$ cat config.mk
export PLATFORM = sky130hd
export DESIGN_NAME = comar_xor_sched
export DESIGN_NICKNAME = d
export VERILOG_FILES = /design/src/rtl/comar_sched_pkg.sv /design/src/rtl/comar_rr_arbiter.sv /design/src/rtl/comar_xor_sched.sv
export SDC_FILE = /design/constraint.sdc
export NUM_CORES = 1
export LEC_CHECK = 0
export CAP_MARGIN = 20
export CORE_MARGIN = 2
export CORE_UTILIZATION = 40
export DETAILED_ROUTE_END_ITERATION = 10
export PLACE_DENSITY = 0.71
export SLEW_MARGIN = 20
export SYNTH_ARGS = -nofsm -noshare
export SYNTH_HDL_FRONTEND = slang
export SYNTH_HIERARCHICAL = 1
export SYNTH_SLANG_ARGS = --single-unit
$ cat constraint.sdc
create_clock -name clk_i -period 8.1 [get_ports clk_i]
set_input_delay 1.62 -clock clk_i [delete_from_list [all_inputs] [get_ports clk_i]]
set_output_delay 1.62 -clock clk_i [all_outputs]
set_load 0.02 [all_outputs]
$ cat src/rtl/comar_sched_pkg.sv
// ----------------------------------------------------------------------------
// comar_sched_pkg
// Shared constants, FSM state encoding and randomness-split helpers for the
// COMAR masked-XOR gadget scheduler (comar_xor_sched).
//   SHARE_W    : width of one share pair driven to the gadget
//   RND_W      : width of one fresh randomness word
//   RHI_W      : randomness bits held back for gadget stage 1
//   GADGET_LAT : register stages inside the shared gadget
// ----------------------------------------------------------------------------
package comar_sched_pkg;

    localparam int SHARE_W    = 2;
    localparam int RND_W      = 6;
    localparam int RHI_W      = RND_W - SHARE_W;
    localparam int GADGET_LAT = 2;

    // Scheduler FSM state; plain constants keep the encoding visible in waves
    typedef logic [1:0] state_t;
    localparam state_t IDLE  = 2'd0;
    localparam state_t RUN   = 2'd1;
    localparam state_t DRAIN = 2'd2;

    // Mask bits consumed by gadget stage 0 in the issue cycle
    function automatic logic [SHARE_W-1:0] rnd_lo(input logic [RND_W-1:0] w);
        return w[SHARE_W-1:0];
    endfunction

    // Mask bits consumed by gadget stage 1, one cycle after issue
    function automatic logic [RHI_W-1:0] rnd_hi(input logic [RND_W-1:0] w);
        return w[RND_W-1:SHARE_W];
    endfunction

endpackage : comar_sched_pkg

$ cat src/rtl/comar_rr_arbiter.sv
// ----------------------------------------------------------------------------
// comar_rr_arbiter
// Round-robin pick of one requester. The search starts at ptr_i+1 (modulo
// NUM_REQ), so the requester granted last has the lowest priority next time.
// Ports:
//   req_i  [NUM_REQ] in  : per-requester request
//   ptr_i  [ID_W]    in  : index of the most recently granted requester
//   en_i             in  : 0 forces an all-zero grant
//   gnt_o  [NUM_REQ] out : one-hot grant (or zero)
//   idx_o  [ID_W]    out : index of the granted requester (0 when none)
// ----------------------------------------------------------------------------
module comar_rr_arbiter
    import comar_sched_pkg::*;
#(
    parameter int NUM_REQ = 4,
    parameter int ID_W    = $clog2(NUM_REQ)
) (
    input  logic [NUM_REQ-1:0] req_i,
    input  logic [ID_W-1:0]    ptr_i,
    input  logic               en_i,
    output logic [NUM_REQ-1:0] gnt_o,
    output logic [ID_W-1:0]    idx_o
);

    logic [ID_W-1:0] cand_s;
    logic            found_s;
    logic            hit_s;

    // Walk the requesters in rotated order; the first hit wins and masks the rest
    always_comb begin
        gnt_o   = '0;
        idx_o   = '0;
        found_s = 1'b0;
        cand_s  = '0;
        hit_s   = 1'b0;
        for (int k = 1; k <= NUM_REQ; k++) begin
            cand_s        = ID_W'((int'(ptr_i) + k) % NUM_REQ);
            hit_s         = en_i & ~found_s & req_i[cand_s];
            gnt_o[cand_s] = gnt_o[cand_s] | hit_s;
            idx_o         = hit_s ? cand_s : idx_o;
            found_s       = found_s | hit_s;
        end
    end

endmodule : comar_rr_arbiter

$ cat src/rtl/comar_xor_sched.sv
// ----------------------------------------------------------------------------
// comar_xor_sched
// Shares one 2-stage COMAR masked-XOR gadget among NUM_REQ requesters.
// At most one op is issued per cycle (round-robin), each op consumes one fresh
// 6-bit randomness word, and the gadget result comes back two cycles after
// issue tagged with the requester ID.
//
// Build option (macro COMAR_SCHED_ZEROIZE_EN):
//   defined   : g_a_o, g_b_o and g_r_o[1:0] are forced to 0 in cycles without
//               issue, and the held-back mask bits are cleared one cycle after
//               their use, so stale shares/masks never toggle the gadget.
//   undefined : the gadget inputs keep the last issued values.
//   Response behaviour is identical in both builds.
//
// Ports:
//   clk_i, rst_i        : clock, synchronous active-high reset
//   en_i                : 1 accept new requests, 0 drain in-flight ops then idle
//   req_valid_i/ready_o : per-requester handshake; ready is one-hot or zero
//   req_a_i, req_b_i    : share pairs, requester i at [2i+1:2i]
//   rnd_data_i/valid_i  : fresh randomness word; rnd_ready_o pulses on issue
//   g_a_o, g_b_o, g_r_o : operands and masks to the gadget
//   g_c_i               : gadget result
//   rsp_valid_o/id_o/c_o: single-cycle result, no backpressure
//   idle_o              : FSM idle and nothing in flight
// ----------------------------------------------------------------------------
module comar_xor_sched
    import comar_sched_pkg::*;
#(
    parameter int NUM_REQ = 4,
    parameter int ID_W    = $clog2(NUM_REQ)
) (
    input  logic                       clk_i,
    input  logic                       rst_i,
    input  logic                       en_i,
    input  logic [NUM_REQ-1:0]         req_valid_i,
    output logic [NUM_REQ-1:0]         req_ready_o,
    input  logic [SHARE_W*NUM_REQ-1:0] req_a_i,
    input  logic [SHARE_W*NUM_REQ-1:0] req_b_i,
    input  logic [RND_W-1:0]           rnd_data_i,
    input  logic                       rnd_valid_i,
    output logic                       rnd_ready_o,
    output logic [SHARE_W-1:0]         g_a_o,
    output logic [SHARE_W-1:0]         g_b_o,
    output logic [RND_W-1:0]           g_r_o,
    input  logic [SHARE_W-1:0]         g_c_i,
    output logic                       rsp_valid_o,
    output logic [ID_W-1:0]            rsp_id_o,
    output logic [SHARE_W-1:0]         rsp_c_o,
    output logic                       idle_o
);

    state_t                  state_q, state_d;
    logic [ID_W-1:0]         ptr_q, ptr_d;
    logic [RHI_W-1:0]        r_hi_q, r_hi_d;
    logic [GADGET_LAT-1:0]   vld_q, vld_d;
    logic [ID_W-1:0]         id_q [GADGET_LAT];
    logic [ID_W-1:0]         id_d [GADGET_LAT];

    logic                    arb_en_s;
    logic                    issue_s;
    logic [NUM_REQ-1:0]      gnt_s;
    logic [ID_W-1:0]         idx_s;
    logic [SHARE_W-1:0]      sel_a_s;
    logic [SHARE_W-1:0]      sel_b_s;
    logic [SHARE_W-1:0]      r_lo_s;

`ifndef COMAR_SCHED_ZEROIZE_EN
    logic [SHARE_W-1:0]      a_hold_q, a_hold_d;
    logic [SHARE_W-1:0]      b_hold_q, b_hold_d;
    logic [SHARE_W-1:0]      rlo_hold_q, rlo_hold_d;
`endif

    // Issue needs RUN, enable and a fresh mask word; the arbiter adds |req
    assign arb_en_s = (state_q == RUN) & en_i & rnd_valid_i;
    assign issue_s  = arb_en_s & (|req_valid_i);

    comar_rr_arbiter #(
        .NUM_REQ (NUM_REQ),
        .ID_W    (ID_W)
    ) u_arb (
        .req_i   (req_valid_i),
        .ptr_i   (ptr_q),
        .en_i    (arb_en_s),
        .gnt_o   (gnt_s),
        .idx_o   (idx_s)
    );

    assign req_ready_o = gnt_s;
    assign rnd_ready_o = issue_s;

    // One-hot AND-OR mux of the granted requester's share pairs
    always_comb begin
        sel_a_s = '0;
        sel_b_s = '0;
        for (int i = 0; i < NUM_REQ; i++) begin
            sel_a_s = sel_a_s | (req_a_i[SHARE_W*i +: SHARE_W] & {SHARE_W{gnt_s[i]}});
            sel_b_s = sel_b_s | (req_b_i[SHARE_W*i +: SHARE_W] & {SHARE_W{gnt_s[i]}});
        end
    end

    // Gadget operand drive: live values on issue, zero or held values otherwise
    always_comb begin
`ifdef COMAR_SCHED_ZEROIZE_EN
        g_a_o  = issue_s ? sel_a_s : {SHARE_W{1'b0}};
        g_b_o  = issue_s ? sel_b_s : {SHARE_W{1'b0}};
        r_lo_s = issue_s ? rnd_lo(rnd_data_i) : {SHARE_W{1'b0}};
`else
        g_a_o  = issue_s ? sel_a_s : a_hold_q;
        g_b_o  = issue_s ? sel_b_s : b_hold_q;
        r_lo_s = issue_s ? rnd_lo(rnd_data_i) : rlo_hold_q;
`endif
        // r_hi was captured at issue, so it meets the op in gadget stage 1
        g_r_o  = {r_hi_q, r_lo_s};
    end

    // Next-state for FSM, pointer, held-back mask and in-flight tracker
    always_comb begin
        state_d = state_q;
        case (state_q)
            IDLE:    state_d = en_i ? RUN : IDLE;
            RUN:     state_d = en_i ? RUN : DRAIN;
            DRAIN: begin
                if (en_i) begin
                    state_d = RUN;
                end else if (vld_q == {GADGET_LAT{1'b0}}) begin
                    state_d = IDLE;
                end else begin
                    state_d = DRAIN;
                end
            end
            default: state_d = IDLE;
        endcase

        ptr_d = issue_s ? idx_s : ptr_q;

`ifdef COMAR_SCHED_ZEROIZE_EN
        // Without a new issue the stored mask has just been used: clear it
        r_hi_d = issue_s ? rnd_hi(rnd_data_i) : {RHI_W{1'b0}};
`else
        r_hi_d = issue_s ? rnd_hi(rnd_data_i) : r_hi_q;
`endif

        vld_d    = {vld_q[GADGET_LAT-2:0], issue_s};
        id_d[0]  = issue_s ? idx_s : {ID_W{1'b0}};
        for (int s = 1; s < GADGET_LAT; s++) begin
            id_d[s] = id_q[s-1];
        end
    end

`ifndef COMAR_SCHED_ZEROIZE_EN
    // Remember the last issued operands so the gadget inputs stay quiet
    always_comb begin
        a_hold_d   = issue_s ? sel_a_s : a_hold_q;
        b_hold_d   = issue_s ? sel_b_s : b_hold_q;
        rlo_hold_d = issue_s ? rnd_lo(rnd_data_i) : rlo_hold_q;
    end

    // Operand hold registers
    always_ff @(posedge clk_i) begin
        if (rst_i) begin
            a_hold_q   <= {SHARE_W{1'b0}};
            b_hold_q   <= {SHARE_W{1'b0}};
            rlo_hold_q <= {SHARE_W{1'b0}};
        end else begin
            a_hold_q   <= a_hold_d;
            b_hold_q   <= b_hold_d;
            rlo_hold_q <= rlo_hold_d;
        end
    end
`endif

    // Scheduler state registers; reset drops every in-flight op
    always_ff @(posedge clk_i) begin
        if (rst_i) begin
            state_q <= IDLE;
            ptr_q   <= ID_W'(NUM_REQ - 1);
            r_hi_q  <= {RHI_W{1'b0}};
            vld_q   <= {GADGET_LAT{1'b0}};
            for (int s = 0; s < GADGET_LAT; s++) begin
                id_q[s] <= {ID_W{1'b0}};
            end
        end else begin
            state_q <= state_d;
            ptr_q   <= ptr_d;
            r_hi_q  <= r_hi_d;
            vld_q   <= vld_d;
            for (int s = 0; s < GADGET_LAT; s++) begin
                id_q[s] <= id_d[s];
            end
        end
    end

    // The gadget's own output register provides the result timing
    assign rsp_valid_o = vld_q[GADGET_LAT-1];
    assign rsp_id_o    = id_q[GADGET_LAT-1];
    assign rsp_c_o     = g_c_i;
    assign idle_o      = (state_q == IDLE) & (vld_q == {GADGET_LAT{1'b0}});

endmodule : comar_xor_sched

==> results.sh <==
export IMPL_status="complete, no violations"
export IMPL_cp_end_kind="output port"
export IMPL_p_int_uw=179
export IMPL_cp_start_kind="input port"
export IMPL_place_gp_congestion=0.989
export IMPL_startpoint="en_i"
export IMPL_die_area_um2=4510
export IMPL_ys_flop_type="dfxtp_1"
export IMPL_async_reset_ff_share_pct=0
export IMPL_fin_crit_sh_pct=86.3
export IMPL_ys_seq_area_share_pct=25.1
export IMPL_min_period_ns=6.99
export IMPL_fp_dieH_um=67.2
export IMPL_r2r_start="ptr_q[0]$_SDFFE_PP1P_"
export IMPL_numCtsBuffers=3
export IMPL_final_cell_mix="clkdlybuf4s50_1, dfxtp_1, a21oi_1"
export IMPL_path_clk_slew_ns=0.07
export IMPL_p_sw_uw=69.6
export IMPL_n_fill_cell=370
export IMPL_synth_fa_ha_area_share_pct=3.14
export IMPL_clock_sinks=20
export IMPL_drive_above_1_share_pct=10.2
export IMPL_fmax_mhz=143
export IMPL_vias=1621
export IMPL_grt_pass1_wl_mm=6.39
export IMPL_first_pass_iters=5
export IMPL_setup_viol_count_final=0
export IMPL_ios=53
export IMPL_p_seq_share_pct=41.6
export IMPL_tns_ns=0
export IMPL_wl_per_cell_um=14.6
export IMPL_avgSynthCellArea_um2=8.53
export IMPL_yosysWarnings=6
export IMPL_final_antenna_net_count=0
export IMPL_netlist_area_um2=1600
export IMPL_combinationalPowerShare_pct=28.9
export IMPL_power_share_clock_pct=29.5
export IMPL_drc=0
export IMPL_grt_overflow=0
export IMPL_place_area_um2=2050
export IMPL_cp_max_fo=24
export IMPL_grtUsageTotal_pct=18.1
export IMPL_powerDensity_nw_per_um2=118
export IMPL_synth_compound_area_share_pct=33.2
export IMPL_worstPathArrival_ns=5.37
export IMPL_finalMaxSlewViolations=0
export IMPL_clockRootBuffer="clkbuf_8"
export IMPL_start_util_pct=42.6
export IMPL_ir_drop_mv=0.0907
export IMPL_synth_top_area_cell="dfxtp_1"
export IMPL_grt_pass1_vias=1377
export IMPL_synthSimpleGateAreaFrac_pct=17.6
export IMPL_portBuffers=48
export IMPL_tightestPinTransition_ns=0.911
export IMPL_syn_inst=187
export IMPL_synth_top_area_share_pct=25.1
export IMPL_synthMuxAreaShare_pct=12.7
export IMPL_cts_tree="yes"
export IMPL_switching_share_pct=27.9
export IMPL_cts_hold_buf=0
export IMPL_coreArea_um2=3740
export IMPL_grt_max_degree=25
export IMPL_rows=22
export IMPL_antenna_found_initial=0
export IMPL_synthXorXnorAreaFrac_pct=0
export IMPL_fin_skew_ns=0.00140
export IMPL_min_from="id_q[0][0]$_SDFF_PP0_"
export IMPL_synth_seq_cells=20
export IMPL_drv_cap=0
export IMPL_worstSetupPathType="input port to output port"
export IMPL_fin_nets=262
export IMPL_layout_commonest_cell="clkdlybuf4s50_1"
export IMPL_insertion_delay_ns=0.25
export IMPL_max_slew_margin_pct=39.2
export IMPL_rsz0062_at_grt="false"
export IMPL_cts_setup_buffers=0
export IMPL_syn_num_nets=223
export IMPL_area_delta_synth_final_pct=31.9
export IMPL_place_hpwl_mm=2.88
export IMPL_synth_area_leaders="dfxtp_1, a21oi_1, mux4_2"
export IMPL_drt_vias_per_instance=5.94
export IMPL_synth_edf_count=0
export IMPL_synth_top_family_by_area="compound AO/OA/AOI/OAI gates"
export IMPL_cts_resized_gates=0
export IMPL_required_ns=6.48
export IMPL_hold_class="flop to flop"
export IMPL_drt_initial_drc_count=119
export IMPL_synth_distinct_cells=54
export IMPL_cts_max_level=1
export IMPL_diodes=0
export IMPL_die_w_um=67.2
export IMPL_clk_path_buf_depth=2
export IMPL_stdcell_area_um2=2100
export IMPL_postRouteWirelength_mm=3.98
export IMPL_p_leak_uw=0.000765
export IMPL_finalHoldViolations=0
-- worst max-delay path: stages --
cell             delay (ns)
clkdlybuf4s50_1        0.50
nand4b_1               0.27
inv_2                  0.43
inv_1                  0.24
nor4_2                 0.42
o311ai_0               0.17
o21ai_1                0.20
a211oi_2               0.08
mux2i_1                0.37
a22o_1                 0.20
a221oi_1               0.06
a21oi_1                0.18
clkdlybuf4s50_1        0.62
-- registers in the layout, indices dropped and copies added, names as in the netlist --
| name | count |
|---|---|
| a_hold_q | 2 |
| b_hold_q | 2 |
| id_q | 4 |
| ptr_q | 2 |
| r_hi_q | 4 |
| rlo_hold_q | 2 |
| state_q | 2 |
| vld_q | 2 |
-- Yosys cell counts (4+ instances only) --
cell type / instances
a211oi_1: 7
a21oi_1: 17
a221oi_1: 4
a22o_1: 4
buf_4: 4
clkbuf_1: 5
dfxtp_1: 20
ha_1: 4
inv_1: 9
mux2_2: 4
mux2i_1: 5
nand2_1: 8
nand3_1: 8
nor2_1: 9
nor2b_1: 4
nor4_1: 6
o211ai_1: 4
o21ai_0: 10
o21ai_1: 4
-- power by group through the flow --
stage	sequential [µW]	combinational, µW	clock (µW)
3_5_place_dp	106	71.3	0
2_1_floorplan	105	45.2	0
4_1_cts	104	71.9	76.3
6_report	104	72.0	73.5
5_1_grt	104	78.1	80.8
3_3_place_gp	106	71.6	0
-- stage by stage --
stage	utilization (%)	cells	setup slack (ns)	hold WS [ns]	power (µW)
after global placement	54.7	269	1.19	0.420	177
after detailed placement	54.7	269	1.16	0.425	177
final	56.2	273	1.11	0.437	249
after global routing	56.2	273	0.754	0.459	263
after floorplan	-	187	1.97	0.414	150
after CTS	56.2	273	1.11	0.442	252
-- layout make-up --
type | instances | area [µm²] | share of cell area [%]
multi-input cells | 141 | 1060 | 50.5
clock buffers | 4 | 55.1 | 2.62
flip-flops and latches | 20 | 400 | 19.0
well taps | 48 | 60.1 | 2.85
repair buffers | 48 | 480 | 22.8
inverters | 12 | 45.0 | 2.14
-- cells by family after synthesis --
| logic type | Yosys count |
|---|---|
| buffers and inverters | 26 |
| multiplexers | 14 |
| adder cells (fa/ha/maj) | 4 |
| flip-flops | 20 |
| AO/OA/AOI/OAI | 73 |
| AND/OR/NAND/NOR | 50 |
-- final timing paths --
| check | to | slack, ns | cells past startpoint |
|---|---|---|---|
| worst max-delay path | g_b_o[0] | 1.11 | 13 |
| worst min-delay path | id_q[0][2]$_SDFF_PP0_ | 0.44 | 1 |
| worst max register to register | b_hold_q[1]$_SDFF_PP0_ | 3.47 | 12 |
| worst min register to register | id_q[0][2]$_SDFF_PP0_ | 0.44 | 1 |
-- metal layers --
layer	global-route usage (%)	vias up	share of wire [%]
li1	-	808	-
met1	26.3	756	50
met2	27.8	55	43
met3	3.67	2	6.1
met4	3.06	0	0.48
met5	0	-	0
Note: power is estimated with default switching activity, not from simulation.
